<file path="config.mk">
export PLATFORM = sky130hd
export DESIGN_NAME = spi_byte_master_flat
export DESIGN_NICKNAME = d
export VERILOG_FILES = /design/src/rtl/spi_byte_master_if.sv /design/src/rtl/spi_byte_master.sv /design/src/flat_wrapper.sv
export SDC_FILE = /design/constraint.sdc
export NUM_CORES = 1
export LEC_CHECK = 0
export CAP_MARGIN = 20
export CORE_UTILIZATION = 35
export DETAILED_ROUTE_END_ITERATION = 16
export PLACE_DENSITY_LB_ADDON = 0.2
export SYNTH_ARGS = -nofsm -noshare
export SYNTH_HDL_FRONTEND = slang
export SYNTH_SLANG_ARGS = --single-unit
export TNS_END_PERCENT = 30
</file>
<file path="constraint.sdc">
create_clock -name clk -period 5.9 [get_ports clk]
set_clock_uncertainty 0.1 [all_clocks]
set_input_delay 1.77 -clock clk [delete_from_list [all_inputs] [get_ports clk]]
set_output_delay 1.77 -clock clk [all_outputs]
set_load 0.005 [all_outputs]
</file>
<file path="src/rtl/spi_byte_master_if.sv">
// Requester and SPI pin bundle for spi_byte_master.
// The slave modport is the engine's view. The master modport is the bridge and flash side.
interface spi_byte_master_if;
  logic       i_start;
  logic [7:0] i_din;
  logic       o_bsy;
  logic [7:0] o_dout;
  logic       i_miso;
  logic       o_mosi;
  logic       o_sck;

  modport slave  (input  i_start, i_din, i_miso,
                  output o_bsy, o_dout, o_mosi, o_sck);
  modport master (output i_start, i_din, i_miso,
                  input  o_bsy, o_dout, o_mosi, o_sck);
endinterface

</file>
<file path="src/rtl/spi_byte_master.sv">
// Byte-wide SPI master: shifts one byte out MSB-first on mosi and captures miso, mode 0 by default.
// Define SPI_BYTE_MASTER_MODE3_EN for mode 3, where sck idles high outside the shift phases.
module spi_byte_master #(
  parameter int unsigned CLK_DIV = 4
) (
  input  logic              clk,
  input  logic              rst,
  spi_byte_master_if.slave  bus
);

  if (CLK_DIV < 1 || CLK_DIV > 255) begin : g_bad_clk_div
    $error("spi_byte_master: CLK_DIV must be in 1..255");
  end

  typedef enum logic [1:0] {S_IDLE, S_LOW, S_HIGH, S_DONE} state_t;

  localparam logic [7:0] DIV_LAST = 8'(CLK_DIV - 1);
`ifdef SPI_BYTE_MASTER_MODE3_EN
  localparam logic SCK_IDLE = 1'b1;
`else
  localparam logic SCK_IDLE = 1'b0;
`endif

  state_t     r_state, w_state_nxt;
  logic [7:0] r_div_cnt, w_div_cnt_nxt;
  logic [2:0] r_bit_cnt, w_bit_cnt_nxt;
  logic [7:0] r_tx_sh, w_tx_sh_nxt;
  logic [7:0] r_rx_sh, w_rx_sh_nxt;
  logic [7:0] r_dout, w_dout_nxt;
  logic       r_bsy, w_bsy_nxt;
  logic       r_sck, w_sck_nxt;
  logic       w_div_last;

  assign w_div_last = (r_div_cnt == DIV_LAST);

  // NOTE: sequential state uses non-blocking (<=) so every register samples pre-edge values.
  always_ff @(posedge clk or negedge rst) begin
    if (!rst) r_state <= S_IDLE;
    else      r_state <= w_state_nxt;
  end

  // NOTE: every always_comb output gets a default first, so no path can infer a latch.
  always_comb begin
    w_state_nxt = r_state;
    unique case (r_state)
      S_IDLE:  if (bus.i_start) w_state_nxt = S_LOW;
      S_LOW:   if (w_div_last)  w_state_nxt = S_HIGH;
      S_HIGH:  if (w_div_last)  w_state_nxt = (r_bit_cnt == 3'd7) ? S_DONE : S_LOW;
      S_DONE:                   w_state_nxt = S_IDLE;
      default:                  w_state_nxt = S_IDLE;
    endcase
  end

  always_comb begin
    w_div_cnt_nxt = r_div_cnt;
    w_bit_cnt_nxt = r_bit_cnt;
    w_tx_sh_nxt   = r_tx_sh;
    w_rx_sh_nxt   = r_rx_sh;
    w_dout_nxt    = r_dout;
    w_bsy_nxt     = r_bsy;
    w_sck_nxt     = r_sck;
    unique case (r_state)
      S_IDLE: begin
        w_bsy_nxt = 1'b0;
        w_sck_nxt = SCK_IDLE;
        if (bus.i_start) begin
          w_tx_sh_nxt   = bus.i_din;
          w_bit_cnt_nxt = 3'd0;
          w_div_cnt_nxt = 8'd0;
          w_bsy_nxt     = 1'b1;
          w_sck_nxt     = 1'b0;
        end
      end
      S_LOW: begin
        if (w_div_last) begin
          // miso is captured on the same edge that raises sck.
          w_sck_nxt     = 1'b1;
          w_rx_sh_nxt   = {r_rx_sh[6:0], bus.i_miso};
          w_div_cnt_nxt = 8'd0;
        end else begin
          w_div_cnt_nxt = r_div_cnt + 8'd1;
        end
      end
      S_HIGH: begin
        if (w_div_last) begin
          w_div_cnt_nxt = 8'd0;
          if (r_bit_cnt == 3'd7) begin
            // Load DOUT on entry to DONE so it is stable for the whole last bsy cycle.
            w_dout_nxt = r_rx_sh;
            w_sck_nxt  = SCK_IDLE;
          end else begin
            w_sck_nxt     = 1'b0;
            w_bit_cnt_nxt = r_bit_cnt + 3'd1;
            w_tx_sh_nxt   = {r_tx_sh[6:0], 1'b0};
          end
        end else begin
          w_div_cnt_nxt = r_div_cnt + 8'd1;
        end
      end
      S_DONE: begin
        w_bsy_nxt = 1'b0;
        w_sck_nxt = SCK_IDLE;
      end
      default: begin
        w_bsy_nxt = 1'b0;
        w_sck_nxt = SCK_IDLE;
      end
    endcase
  end

  always_ff @(posedge clk or negedge rst) begin
    if (!rst) begin
      r_div_cnt <= 8'd0;
      r_bit_cnt <= 3'd0;
      r_tx_sh   <= 8'd0;
      r_rx_sh   <= 8'd0;
      r_dout    <= 8'd0;
      r_bsy     <= 1'b0;
      r_sck     <= SCK_IDLE;
    end else begin
      r_div_cnt <= w_div_cnt_nxt;
      r_bit_cnt <= w_bit_cnt_nxt;
      r_tx_sh   <= w_tx_sh_nxt;
      r_rx_sh   <= w_rx_sh_nxt;
      r_dout    <= w_dout_nxt;
      r_bsy     <= w_bsy_nxt;
      r_sck     <= w_sck_nxt;
    end
  end

  assign bus.o_mosi = r_tx_sh[7];
  assign bus.o_sck  = r_sck;
  assign bus.o_bsy  = r_bsy;
  assign bus.o_dout = r_dout;

endmodule

</file>
<file path="src/flat_wrapper.sv">
// flat-port wrapper written by rule: the top's interface ports become plain ports
module spi_byte_master_flat 
#(
  parameter int unsigned CLK_DIV = 4
)
  (clk, rst, bus_i_start, bus_i_din, bus_i_miso, bus_o_bsy, bus_o_dout, bus_o_mosi, bus_o_sck);
  spi_byte_master_if bus_i ();
  input  logic clk;
  input  logic rst;
  input wire logic [$bits(bus_i.i_start)-1:0] bus_i_start;
  input wire logic [$bits(bus_i.i_din)-1:0] bus_i_din;
  input wire logic [$bits(bus_i.i_miso)-1:0] bus_i_miso;
  output wire logic [$bits(bus_i.o_bsy)-1:0] bus_o_bsy;
  output wire logic [$bits(bus_i.o_dout)-1:0] bus_o_dout;
  output wire logic [$bits(bus_i.o_mosi)-1:0] bus_o_mosi;
  output wire logic [$bits(bus_i.o_sck)-1:0] bus_o_sck;
  assign bus_i.i_start = bus_i_start;
  assign bus_i.i_din = bus_i_din;
  assign bus_i.i_miso = bus_i_miso;
  assign bus_o_bsy = bus_i.o_bsy;
  assign bus_o_dout = bus_i.o_dout;
  assign bus_o_mosi = bus_i.o_mosi;
  assign bus_o_sck = bus_i.o_sck;
  spi_byte_master #(.CLK_DIV(CLK_DIV)) u_core (.clk(clk), .rst(rst), .bus(bus_i));
endmodule
</file>
# After elaboration in Yosys (flattened, before gate mapping)

Index checks and enable logic that the tools add are counted.

Reduce and logical (&&, ||, !) cells: 12
$mul: 0
$add $sub $neg: 2
Eq/ne operators: 9
$lt $le $gt $ge: 0
Bitwise gates (word level): 0
Divide/modulo/power cells: 0
Mux-type cells: 21
Shift operators: 0

Operator list:

| operator            | number |
|---|---|
| $mux 8              | 5 |
| $pmux 8 s2          | 2 |
| $mux 3              | 3 |
| $add 8x1->8 const B | 1 |
| $eq 8x2->1 const B  | 1 |
| $mux 2              | 4 |
| $pmux 2 s4          | 1 |
| $pmux 3 s2          | 1 |
| $reduce_and 2->1    | 3 |
| $reduce_and 3->1    | 2 |
| $reduce_bool 2->1   | 3 |
| $eq 2x2->1 const B  | 2 |
| $ne 2x1->1 const B  | 2 |
| $ne 2x2->1 const B  | 2 |
| $reduce_and 4->1    | 1 |
| $reduce_or 2->1     | 2 |
| $add 3x1->3 const B | 1 |
| $eq 3x3->1 const B  | 1 |
| $mux 1              | 3 |
| $pmux 1 s3          | 1 |
| $eq 2x1->1 const B  | 1 |
| $logic_not 2->1     | 1 |
| $pmux 1 s2          | 1 |

Bits in writable memories: 0
Latch bits: 0
Memories: 0
ROM bits: 0
Logic and storage cells: 52
Input bits: 12
Register bits: 39

# Longest topological paths before layout

Word-level depth: 4
Mapped depth: 7
Gate-level depth less buffers: 6

# Worst setup path before layout

Ideal clock, no wire load.

Path type: input to register
From: in bus_i_start
To: reg u_core.r_div_cnt[5]
Data required time: 5731 ps
Buffers on the path: 0
Stages: 4
Path slack: 3163 ps
Data arrival time: 2568 ps
Cells stage by stage: nand2b_1 -> o211ai_1 -> or3_1 -> nand3_1

Longest elaborated chain between the ends: 2

Ends and longest elaborated chain:

| what                       | RTL line               | text |
|---|---|---|
| from (decl)                | flat_wrapper.sv:10     | `input wire logic [$bits(bus_i.i_start)-1:0] bus_i_start;` |
| $ne 2x2->1 (no line)       | n/a                    |  |
| $reduce_and 2->1 (no line) | n/a                    |  |
| to (signal assigned)       | spi_byte_master.sv:121 | `r_div_cnt <= w_div_cnt_nxt;` |
| to (decl)                  | spi_byte_master.sv:25  | `logic [7:0] r_div_cnt, w_div_cnt_nxt;` |

Every way passes these cells.
A chain may end at the register's enable or synchronous reset.

# Final worst setup path

From: in bus_i_start
To: reg u_core.r_div_cnt[3]

Same word-level chain as after synthesis.

==> impl_metrics.toml <==
[status]
status = "finished clean"

[timing]
rsz0062_at_grt = "false"
worst_pin_slew_ns = 0.832
report.final.slew_viol_count = 0
min_period_ns = 3.26
fin_tns_setup_ns = 0
finalCritPeriodShare = 0.553
setup_violations = 0
fmaxAchievable_ghz = 0.307
hold_viol = 0
slew_headroom = 0.446

[pwr]
irDropWorstVdd_mv = 0.249
power.density_nw_per_um2 = 460
p_leak_nw = 1.01

[cts]
clk_latency_ns = 0.29
clkTransAtPathRegs_ns = 0.08
clock-sinks = 39
cts_buffer_depth = 2
post_cts_buffers = 0
cts_tree = "done"
cts-buffers-inserted = 5
htree_levels = 2
clockRootBuffer = "clkbuf_8"
post_cts_resized = 0
cts_hold_buf = 0

[global_route]
grt_overflow = 0
antenna_found_initial = 0
grt_pass1_vias = 1385
grt_use_total = 0.155
grt_pass1_wl_um = 6640
grt_start_max_net_pins = 40

[synthesis]
synth.cell_area_um2 = 1890
ys_seq_elements = 39
yosys.area_share.adder = 0.0531
avgSynthCellArea_um2 = 11.5
synth-edff-count = 0
synth_top_family_by_area = "simple AND/OR/NAND/NOR gates"
async_flop_share = 1.00
synth_nets = 184
synthTopCellsByCount = "39 x dfrtp_1, 20 x nand3_1, 17 x mux2_2"
yosys.area.top_type_share = 0.517
seq_area_frac_synth = 0.517
synth-simple-area-share = 0.204
yosysWarnings = 0
synth_area_leader_cell = "dfrtp_1"
synth_xor_area_frac = 0
synth.most_common_cell = "dfrtp_1"
synthFlopType = "dfrtp_1"
synth_area_leaders = "dfrtp_1 52%, mux2_2 10%, ha_1 5.3%"
muxShareOfSynthArea = 0.101
syn_inst = 164
synth_compound_area_frac = 0.113
yosysUniqueCellTypes = 35

[cells_and_area]
fin_nets = 210
diodes = 0
multi_input_area_um2 = 888
design_area_um2 = 2310
num-fill-cells = 506
syn2layout_area_growth_pct = 22.5
seqCellArea_um2 = 976
drive_gt1_frac = 0.236

[floorplan]
start_util = 0.367
fp.dieH_um = 75.4
die_width_um = 75.4
fp.coreArea_um2 = 5140
die_area_um2 = 5690
ios = 23
rows = 26

[critical_path]
worstRegToRegCells = 5
cp-end-kind = "flop"
path_max_fanout = 7
cp_slowest_cell = "clkdlybuf4s50_1"
r2r-end = "u_core.r_tx_sh[6]$_DFFE_PN0P_"
crit_path_start_kind = "input pin"
worstSetupPathType = "in -> reg"
required_ns = 6.03
reg2reg_from = "u_core.r_div_cnt[0]$_DFFE_PN0P_"
arrival_ns = 3.39
critical_path.startpoint = "bus_i_start"
max_stage_delay_ns = 0.56
r2r_setup_slack_ns = 3.58
crit_path_cell_trace = "clkdlybuf4s50_1 -> nand2b_1 -> o211ai_1 -> or3_1 -> nand3_1"

[hold_path]
holdCritStartpoint = "u_core.bus.o_bsy$_DFFE_PN0P_"
whs_path_depth = 2
hold_path_class = "reg -> reg"
holdPathEnd = "u_core.bus.o_bsy$_DFFE_PN0P_"

[placement]
port_buffers = 22
placed_area_um2 = 2180
dpl.hpwl_um = 2640
place_congestion = 0.831

[route]
wirelength_um = 3780
remaining_drc_errors = 0
dr.first_iter.drc_count = 74
ant_nets = 0
routedWlPerCell_um = 14.5
via_per_inst = 5.28
first_pass_iters = 4
num_vias = 1377

[job]
cap_violations = 0
-- worst max-delay path by stage --
stage	endpoint	slack (ns)
final	u_core.r_div_cnt[3]$_DFFE_PN0P_	2.64
after global placement	u_core.r_div_cnt[4]$_DFFE_PN0P_	2.41
after detailed placement	u_core.r_div_cnt[3]$_DFFE_PN0P_	2.34
after CTS	u_core.r_div_cnt[3]$_DFFE_PN0P_	2.64
after floorplan	u_core.r_div_cnt[5]$_DFFE_PN0P_	3.16
after global routing	u_core.r_div_cnt[7]$_DFFE_PN0P_	2.53
-- sequential cells by signal, indices dropped and copies added (netlist names) --
name	cells
u_core.r_state	2
u_core.bus.o_dout	8
u_core.r_rx_sh	8
u_core.r_bit_cnt	3
u_core.r_tx_sh	8
u_core.r_div_cnt	8
u_core.bus.o_sck	1
u_core.bus.o_bsy	1
-- layout by cell type (no fill, tap or decap), drive strengths merged, types with 4 or more instances in the layout --
master	instances
dfrtp	39
clkdlybuf4s50	21
nand3	20
mux2	17
o21ai	12
nand2	10
or2	8
ha	8
o221a	7
or3	6
clkbuf	6
nand4	4
-- area by class of cell --
| cell class | instances | share of cell area |
|---|---|---|
| flip-flops and latches | 39 | 0.422 |
| multi-input cells | 119 | 0.384 |
| repair buffers | 22 | 0.0931 |
| well taps | 70 | 0.0379 |
| clock buffers | 6 | 0.0314 |
| clock inverters | 2 | 0.0260 |
| inverters | 3 | 0.00487 |
-- where the power goes --
| group | internal, mW | leakage, nW | switching (mW) | total [mW] |
|---|---|---|---|---|
| registers | 0.345 | 0.508 | 0.0694 | 0.415 |
| clock network | 0.169 | 0.0654 | 0.0966 | 0.266 |
| logic | 0.175 | 0.436 | 0.209 | 0.384 |
| total | 0.689 | 1.01 | 0.375 | 1.06 |
-- stage by stage --
stage | total power [mW] | util | std cells | hold slack [ns] | setup WS [ns]
CTS | 1.07 | 0.450 | 261 | 0.404 | 2.64
detailed placement | 0.799 | 0.424 | 253 | 0.382 | 2.34
global placement | 0.788 | 0.424 | 253 | 0.385 | 2.41
finish | 1.06 | 0.450 | 261 | 0.398 | 2.64
global route | 1.14 | 0.450 | 261 | 0.428 | 2.53
floorplan | 0.684 | - | 164 | 0.375 | 3.16
-- kinds of logic after synthesis --
family                     after synthesis
and+or+nand+nor                         66
DFF                                     39
AOI/OAI and AO/OA                       28
muxes                                   17
adders and majority gates                8
buffers and inverters                    6
-- critical path, delay by kind of cell --
kind | cells | cell delay [ns]
simple gates | 3 | 0.79
buf+inv | 1 | 0.56
compound gates | 1 | 0.26
-- routing by layer --
layer | vias to the layer above | global-route usage | wire length, um | part of all wire
met5 | - | 0 | 0 | 0
met4 | 0 | 0.0597 | 44 | 0.012
met1 | 683 | 0.203 | 1840 | 0.49
met2 | 25 | 0.251 | 1780 | 0.47
met3 | 5 | 0.0357 | 114 | 0.030
li1 | 664 | - | - | -
Note: power is estimated with default switching activity, not from simulation.
